## src/rtl/hwag_coil_sched.sv

```systemverilog
// rtl/hwag_coil_sched.sv - multi-channel ignition coil scheduler driven by the HWAG angle counter
//
// Each channel charges its coil from the set point (fire - dwell, wrapped into
// 0..MAXACR) up to the fire angle. Fire/dwell/enable are double-buffered: host
// writes land in pending registers and all channels commit together at the
// angle wrap, or continuously while the HWAG is not running. A per-channel
// max-dwell watchdog ends a charge that runs too long and latches a fault.
//
// Ports:
//   clk, rst        clock, synchronous active-high reset
//   hwag_run        HWAG synchronised; low forces every coil off
//   angle           current angle count 0..MAXACR
//   angle_stb       one-clk pulse when angle has advanced
//   max_dwell_clks  watchdog limit in clk cycles, 0 disables it
//   cfg_we, cfg_ch  pending config write strobe and channel index
//   cfg_ena, cfg_fire, cfg_dwell   pending config values
//   fault_clr       per-channel sticky fault clear
//   coil_out        registered coil drive, high while charging
//   fault           sticky max-dwell fault per channel
module hwag_coil_sched #(
    parameter int NCH    = 4,
    parameter int AW     = 24,
    parameter int MAXACR = 3839,
    parameter int TW     = 24,
    parameter int CHW    = (NCH > 1) ? $clog2(NCH) : 1
) (
    input  logic           clk,
    input  logic           rst,
    input  logic           hwag_run,
    input  logic [AW-1:0]  angle,
    input  logic           angle_stb,
    input  logic [TW-1:0]  max_dwell_clks,
    input  logic           cfg_we,
    input  logic [CHW-1:0] cfg_ch,
    input  logic           cfg_ena,
    input  logic [AW-1:0]  cfg_fire,
    input  logic [AW-1:0]  cfg_dwell,
    input  logic [NCH-1:0] fault_clr,
    output logic [NCH-1:0] coil_out,
    output logic [NCH-1:0] fault
);

    localparam logic [AW-1:0] MAXA   = AW'(MAXACR);
    localparam logic [AW-1:0] ACYC   = AW'(MAXACR + 1);
    localparam logic [CHW:0]  NCH_L  = (CHW + 1)'(NCH);

    typedef enum logic [1:0] {
        ST_OFF    = 2'd0,
        ST_CHARGE = 2'd1,
        ST_HOLD   = 2'd2
    } st_t;

    logic [NCH-1:0] pend_ena;
    logic [AW-1:0]  pend_fire  [NCH];
    logic [AW-1:0]  pend_dwell [NCH];
    logic [NCH-1:0] act_ena;
    logic [AW-1:0]  act_fire   [NCH];
    logic [AW-1:0]  act_dwell  [NCH];

    st_t            state_q [NCH];
    st_t            state_d [NCH];
    logic [TW-1:0]  wd_q    [NCH];
    logic [AW-1:0]  set_pt  [NCH];
    logic [NCH-1:0] at_fire;
    logic [NCH-1:0] at_set;
    logic [NCH-1:0] wd_hit;
    logic [NCH-1:0] expire;

    logic           commit;
    logic           wr_hit;
    logic [AW-1:0]  wr_fire;
    logic [AW-1:0]  wr_dwell;

    always_comb begin
        commit   = (angle_stb && (angle == '0)) || !hwag_run;
        wr_hit   = cfg_we && ({1'b0, cfg_ch} < NCH_L);
        wr_fire  = (cfg_fire  > MAXA) ? MAXA : cfg_fire;
        wr_dwell = (cfg_dwell > MAXA) ? MAXA : cfg_dwell;
    end

    // Commit reads the pending value from before this clock, so a write that
    // coincides with the commit only lands in pending.
    always_ff @(posedge clk) begin
        if (rst) begin
            pend_ena <= '0;
            act_ena  <= '0;
            for (int i = 0; i < NCH; i++) begin
                pend_fire[i]  <= '0;
                pend_dwell[i] <= '0;
                act_fire[i]   <= '0;
                act_dwell[i]  <= '0;
            end
        end else begin
            if (commit) begin
                act_ena   <= pend_ena;
                act_fire  <= pend_fire;
                act_dwell <= pend_dwell;
            end
            if (wr_hit) begin
                pend_ena[cfg_ch]   <= cfg_ena;
                pend_fire[cfg_ch]  <= wr_fire;
                pend_dwell[cfg_ch] <= wr_dwell;
            end
        end
    end

    always_comb begin
        for (int i = 0; i < NCH; i++) begin
            set_pt[i]  = (act_dwell[i] <= act_fire[i]) ? (act_fire[i] - act_dwell[i])
                                                       : (act_fire[i] + ACYC - act_dwell[i]);
            at_fire[i] = angle_stb && (angle == act_fire[i]);
            // dwell==0 puts the set point on the fire point; such a channel never charges.
            at_set[i]  = angle_stb && (angle == set_pt[i]) && act_ena[i] && (act_dwell[i] != '0);
            wd_hit[i]  = (state_q[i] == ST_CHARGE) && (max_dwell_clks != '0)
                         && (wd_q[i] == max_dwell_clks - TW'(1));
            expire[i]  = wd_hit[i] && hwag_run;
            state_d[i] = state_q[i];
            case (state_q[i])
                ST_OFF: begin
                    if (at_set[i]) state_d[i] = ST_CHARGE;
                end
                ST_CHARGE: begin
                    // A fire match wins over a same-clock watchdog expiry; the
                    // fault is still latched from expire.
                    if (at_fire[i])                    state_d[i] = ST_OFF;
                    else if (wd_hit[i])                state_d[i] = ST_HOLD;
                    else if (commit && !pend_ena[i])   state_d[i] = ST_OFF;
                end
                ST_HOLD: begin
                    if (at_fire[i]) state_d[i] = ST_OFF;
                end
                default: state_d[i] = ST_OFF;
            endcase
            if (!hwag_run) state_d[i] = ST_OFF;
        end
    end

    always_ff @(posedge clk) begin
        if (rst) begin
            coil_out <= '0;
            fault    <= '0;
            for (int i = 0; i < NCH; i++) begin
                state_q[i] <= ST_OFF;
                wd_q[i]    <= '0;
            end
        end else begin
            for (int i = 0; i < NCH; i++) begin
                state_q[i]  <= state_d[i];
                coil_out[i] <= (state_d[i] == ST_CHARGE);
                // Cleared on entry to CHARGE and whenever not charging; saturates.
                if ((state_q[i] != ST_CHARGE) || (state_d[i] != ST_CHARGE))
                    wd_q[i] <= '0;
                else if (wd_q[i] != '1)
                    wd_q[i] <= wd_q[i] + TW'(1);
                fault[i] <= (fault[i] && !fault_clr[i]) || expire[i];
            end
        end
    end

endmodule

```

## config.mk

```make
export PLATFORM = sky130hd
export DESIGN_NAME = hwag_coil_sched
export DESIGN_NICKNAME = d
export VERILOG_FILES = /design/src/rtl/hwag_coil_sched.sv
export SDC_FILE = /design/constraint.sdc
export NUM_CORES = 2
export LEC_CHECK = 0
export ABC_AREA = 1
export CORE_MARGIN = 5
export CORE_UTILIZATION = 52
export CTS_CLUSTER_DIAMETER = 60
export DETAILED_ROUTE_END_ITERATION = 8
export GPL_TIMING_DRIVEN = 0
export PLACE_DENSITY = 0.74
export SYNTH_ARGS = -nofsm -noshare
export SYNTH_HDL_FRONTEND = slang
export SYNTH_SLANG_ARGS = --single-unit
```

## constraint.sdc

```tcl
create_clock -name clk -period 3.8 [get_ports clk]
set_clock_uncertainty 0.15 [all_clocks]
set_input_delay 0.57 -clock clk [delete_from_list [all_inputs] [get_ports clk]]
set_output_delay 0.57 -clock clk [all_outputs]
set_load 0.01 [all_outputs]
```

Yosys cells after proc, flatten, opt, wreduce, memory -nomap -nowiden
Memory sizes are Yosys's and may differ from the RTL's.
Index checks and enable logic that the tools add are counted.
- RAM bits: 104
- input bits: 108
- word-level logic and storage cells: 249
- bits in registers: 400
- memories kept: 2
- output and inout port bits: 8
- magnitude comparators: 10
- $add $sub $neg: 17
- bitwise gates (word level): 13
- muxes and demuxes: 84
- equal/unequal tests: 36
- reductions and logical operators: 67
- memories (name ; words ; bits a word ; read ports ; clocked after memory_dff ; wr ports ; RTL line ; source):
    wd_q ; 4 ; 24 ; 4 ; 0 ; 4 ; 62 ; logic [TW-1:0] wd_q [NCH];
    state_q ; 4 ; 2 ; 4 ; 0 ; 4 ; 60 ; st_t state_q [NCH];
- operator list (operator ; count):
    24-bit two-way mux ; 15
    24-bit equality test ; 12
    96-bit bitwise mux ; 2
    24-bit subtractor ; 8
    24-bit nonzero test ; 5
    24-bit by 1-bit adder with 24-bit output, second input constant ; 4
    24-bit by 12-bit adder with 24-bit output, second input constant ; 4
    24-bit less-or-equal comparator ; 4
    24-bit inequality test, second input constant ; 4
    2-bit two-way mux ; 28
    24-bit demux with 2-bit select ; 1
    24-bit by 12-bit greater-than comparator with 1-bit output, second input constant ; 2
    1-bit logical AND ; 39
    1-bit two-way mux ; 32
    24-bit zero test ; 1
    2-bit one-hot mux with 3 select lines ; 4
    24-bit by 1-bit subtractor with 24-bit output, second input constant ; 1
    2-bit by 1-bit equality test with 1-bit output, second input constant ; 8
    2-bit by 1-bit inequality test with 1-bit output, second input constant ; 8
    1-bit bitwise OR ; 12
    1-bit zero test ; 9
    1-bit logical OR ; 9
    2-bit equality test, second input constant ; 4
    2-bit zero test ; 4
    other kinds (7) ; 7

Longest topological paths before layout
- depth after elaboration: 17
- gate-level depth with buffers: 25
- gate-level depth less buffers: 25

Least setup slack after synthesis
Ideal clock, no wire load.
- path kind: register to register
- start: register act_dwell[49] (netlist bit)
- end: memory wd_q[1][0] (enable)
- arrival: 3147 ps
- data required time: 3161 ps
- path slack: 14 ps
- stages on the path, launching flop included: 23
- clock period less this slack: 3786 ps
- cells stage by stage: dfxtp_1 inv_1 ha_1 ha_1 fa_1 nand3_1 nand2_1 nand2_1 nand2_1 nand2_1 nand2_1 nand2_1 nand2_1 nand2_1 nand3_1 nand2_1 nand2_1 nor2_1 nand3_1 nor2_1 nand3_1 nand2_1 nand3_1
- RTL lines (item ; RTL line ; source):
    start: declaration ; 58 ; logic [AW-1:0] act_dwell [NCH];
    start signal: assignment ; 97 ; act_dwell <= pend_dwell;
    end: declaration ; 62 ;

==> reports/results.tsv <==
metric	value	unit
Starting Density	52.3	%
buffers and inverters on the worst path	3	
worst hold slack	0.287	ns
CP max stage cell	inv_1	
FP Rows	99	
Max transition margin	1.47	%
final WL	152000	um
CP Cell Sequence	clkbuf_2 > inv_1 > nand2_1 > nand4_1 > nor4_2 > nand4_1 > nor2_1 > nor2_1 > nand4_1 > nor2_1 > nand2_2 > buf_6 > nor2_1	
Iter 0 DRT Violations	5816	
crit path max fanout	10	
Avg WL per Cell	21.5	um
most frequent cells in the layout	nand2_1, inv_1, nor2_1	
TritonCTS Buffers	57	
Post-Synthesis Cells	5815	
initial antenna violation count	6	
Avg Inst Size Synth	6.56	um^2
number of global-route vias before repair	37100	
final layout net count	6454	
status	complete, but fails checks	
Final ANT Viol Nets	0	
maximum VDD drop	0.440	mV
max-cap violations	0	
gp weighted congestion	1.01	
asr flop ratio synth	0	%
CP dominant cell by count	nor2_1	
core area	0.0728	mm^2
H-tree depth	2	
Fillers	6736	
Die Width	281	um
worst path required time	4.02	ns
RSZ-0062 raised after global routing	yes	
DR vias/cell	5.84	
WS Path Type	in2reg	
TritonRoute pass-1 iters	7	
crit end category	flop	
CTS tree	done	
crit-path leading delay family	simple AND/OR/NAND/NOR gates	
Worst Slack Setup Final	-0.0469	ns
layout cell share with drive strength beyond 1	12.2	%
Primary FF master, synth	dfxtp_1	
register area share after synthesis	29.0	%
Post-CTS Hold Fix Bufs	0	
Final Hold Fails	0	
Synth cell types	50	
Clk Latency, worst-skew pair	0.64	ns
clk sinks	504	
commonest non-fill, non-tap cell in the layout	nand2_1	
pwr/cell area	390	mW/mm^2
min cycle time layout	3.85	ns
Reg clk slew, reported paths	0.06	ns
synthesized area	0.0381	mm^2
largest net degree at the start of global routing	25	
Die Footprint	0.0788	mm^2
HPWL Detailed	113000	um
period utilisation layout	101	%
GRT Util Overall	36.0	%
Leak Pwr	20.2	nW
Yosys reg bits	504	
Yosys Warn Count	0	
EDFF count, synth	96	
worst min path class	reg2reg	
startpoint class of the critical path	input pin	
area added between synthesis and finish	18.2	%
Worst-Margin Slew	1.48	ns
IO Pins	116	
Residual DRC	0	
Antenna Cells	0	
clock tree buffer depth	3	
failing checks	setup timing	
Port Buf Inserts	91	
via count	41300	
GR Overflow Total	0	
setup_tns	-0.518	ns
Worst EP arrival	4.07	ns
fmax	260	MHz
syn_nets	6206	
Die H	281	um
final slew viol count	0	
Setup-failing EPs final	21	
clock root buffer	clkbuf_16	
first-pass GRT wire length	219000	um
worst stage delay on the critical path	0.67	ns
where the power goes:
group / internal (mW) / leakage, nW / switching, mW
combinational: 2.12 / 14.7 / 3.97
clock: 3.18 / 0.968 / 2.54
sequential: 5.59 / 4.54 / 0.164
total: 10.9 / 20.2 / 6.67
final timing paths:
kind / start / endpoint / slack, ns / depth (start not counted)
setup / recovery: angle[17] / wd_q[2][21]$_SDFFCE_PN0P_ / -0.05 / 13
hold / removal: pend_dwell[40]$_SDFFE_PP0P_ / pend_dwell[40]$_SDFFE_PP0P_ / 0.29 / 2
setup reg to reg: act_dwell[30]$_SDFFE_PP0N_ / wd_q[2][2]$_SDFFCE_PN0P_ / 0.03 / 22
hold reg to reg: pend_dwell[40]$_SDFFE_PP0P_ / pend_dwell[40]$_SDFFE_PP0P_ / 0.29 / 2
metrics by stage:
| stage | power, mW | std cells | setup WS [ns] | cell area, um^2 | utilization [%] |
|---|---|---|---|---|---|
| final | 17.6 | 7070 | -0.0469 | 45000 | 61.8 |
| after global routing | 18.3 | 7070 | -0.0712 | 45000 | 61.8 |
| after CTS | 16.8 | 7003 | 0.00119 | 43200 | 59.3 |
| after detailed placement | 11.0 | 6866 | -2.16 | 40300 | 55.3 |
| after global placement | 11.0 | 6865 | -2.09 | 40200 | 55.2 |
| after floorplan | 9.51 | 5815 | 0.0138 | 38100 | - |
layout make-up:
cell class	count	area, um^2	share of cell area, %
multi-input combinational	4317	25100	55.8
sequential	504	11100	24.7
inverter	834	3170	7.04
timing repair buffer	179	1650	3.66
clock buffer	68	1580	3.51
tap	959	1200	2.66
buffer	170	806	1.79
clock inverter	39	373	0.828
flip-flops by register name, summed over array words and instances, names as in the netlist:
name / count
wd_q: 96
pend_fire: 96
act_ena: 4
coil_out: 4
fault: 4
pend_ena: 4
act_dwell: 96
pend_dwell: 96
act_fire: 96
state_q: 8
metal layers:
layer  vias to the layer above  track usage, %  wire length (um)
li1                      19300               -                 -
met1                     19200            49.2             60000
met2                      2422            53.0             62600
met3                       448            8.97             19600
met4                         4            18.1              9470
met5                         -               0                31
worst min-delay path, delay by kind of cell (launching register included):
kind             cells  cell delay [ns]
flip-flops           1             0.31
AND/OR/NAND/NOR      2             0.09
cell families (layout without fill, tap and decap cells):
family                   count (synthesis)  count (layout)  synth area share [%]
flip-flops                             504             504                  29.0
buffers and inverters                 1004            1290                  10.1
XOR/XNOR                               224             224                  5.17
adder cells (fa/ha/maj)                283             283                  10.9
AND/OR/NAND/NOR                       2885            2895                  32.3
AO/OA/AOI/OAI                          915             915                  12.6
cells in the mapped netlist, types with 2 or more instances:
master | n | area [um^2]
a21o_1 | 13 | 97.6
nor2_4 | 6 | 67.6
nor4_1 | 36 | 225
nand4_1 | 108 | 676
inv_1 | 826 | 3100
o21ai_1 | 2 | 10.0
fa_1 | 80 | 1600
clkbuf_1 | 141 | 529
edfxtp_1 | 96 | 2880
a211oi_1 | 3 | 22.5
nand3_2 | 4 | 40.0
nor2_1 | 656 | 2460
ha_1 | 203 | 2540
o211ai_1 | 9 | 67.6
nand3_1 | 499 | 2500
a31oi_1 | 4 | 25.0
o21ai_0 | 417 | 2090
o31ai_1 | 4 | 30.0
a21oi_1 | 412 | 2060
xnor2_1 | 58 | 508
nor3_2 | 5 | 50.1
a21boi_0 | 14 | 105
and2_1 | 7 | 43.8
xor2_1 | 165 | 1450
or2_2 | 12 | 75.1
clkinv_1 | 5 | 18.8
nor3_1 | 91 | 455
o21a_1 | 14 | 105
o21bai_1 | 20 | 150
and3_1 | 4 | 25.0
dfxtp_1 | 408 | 8170
nand2_2 | 4 | 25.0
buf_6 | 8 | 90.1
nand3b_1 | 22 | 165
buf_4 | 2 | 15.0
nand2_1 | 1385 | 5200
nor2_2 | 40 | 250
buf_2 | 18 | 90.1
inv_2 | 3 | 11.3
repair_timing:
item | CTS | global route
cloned | 9 | 1
endpoints found under the hold margin | 0 | 0
setup buffers | 21 | 65
endpoints found under the setup margin | 370 | 275
pin swaps | 29 | 105
gates resized for setup | 221 | 383
Note: power is estimated with default switching activity, not from simulation.
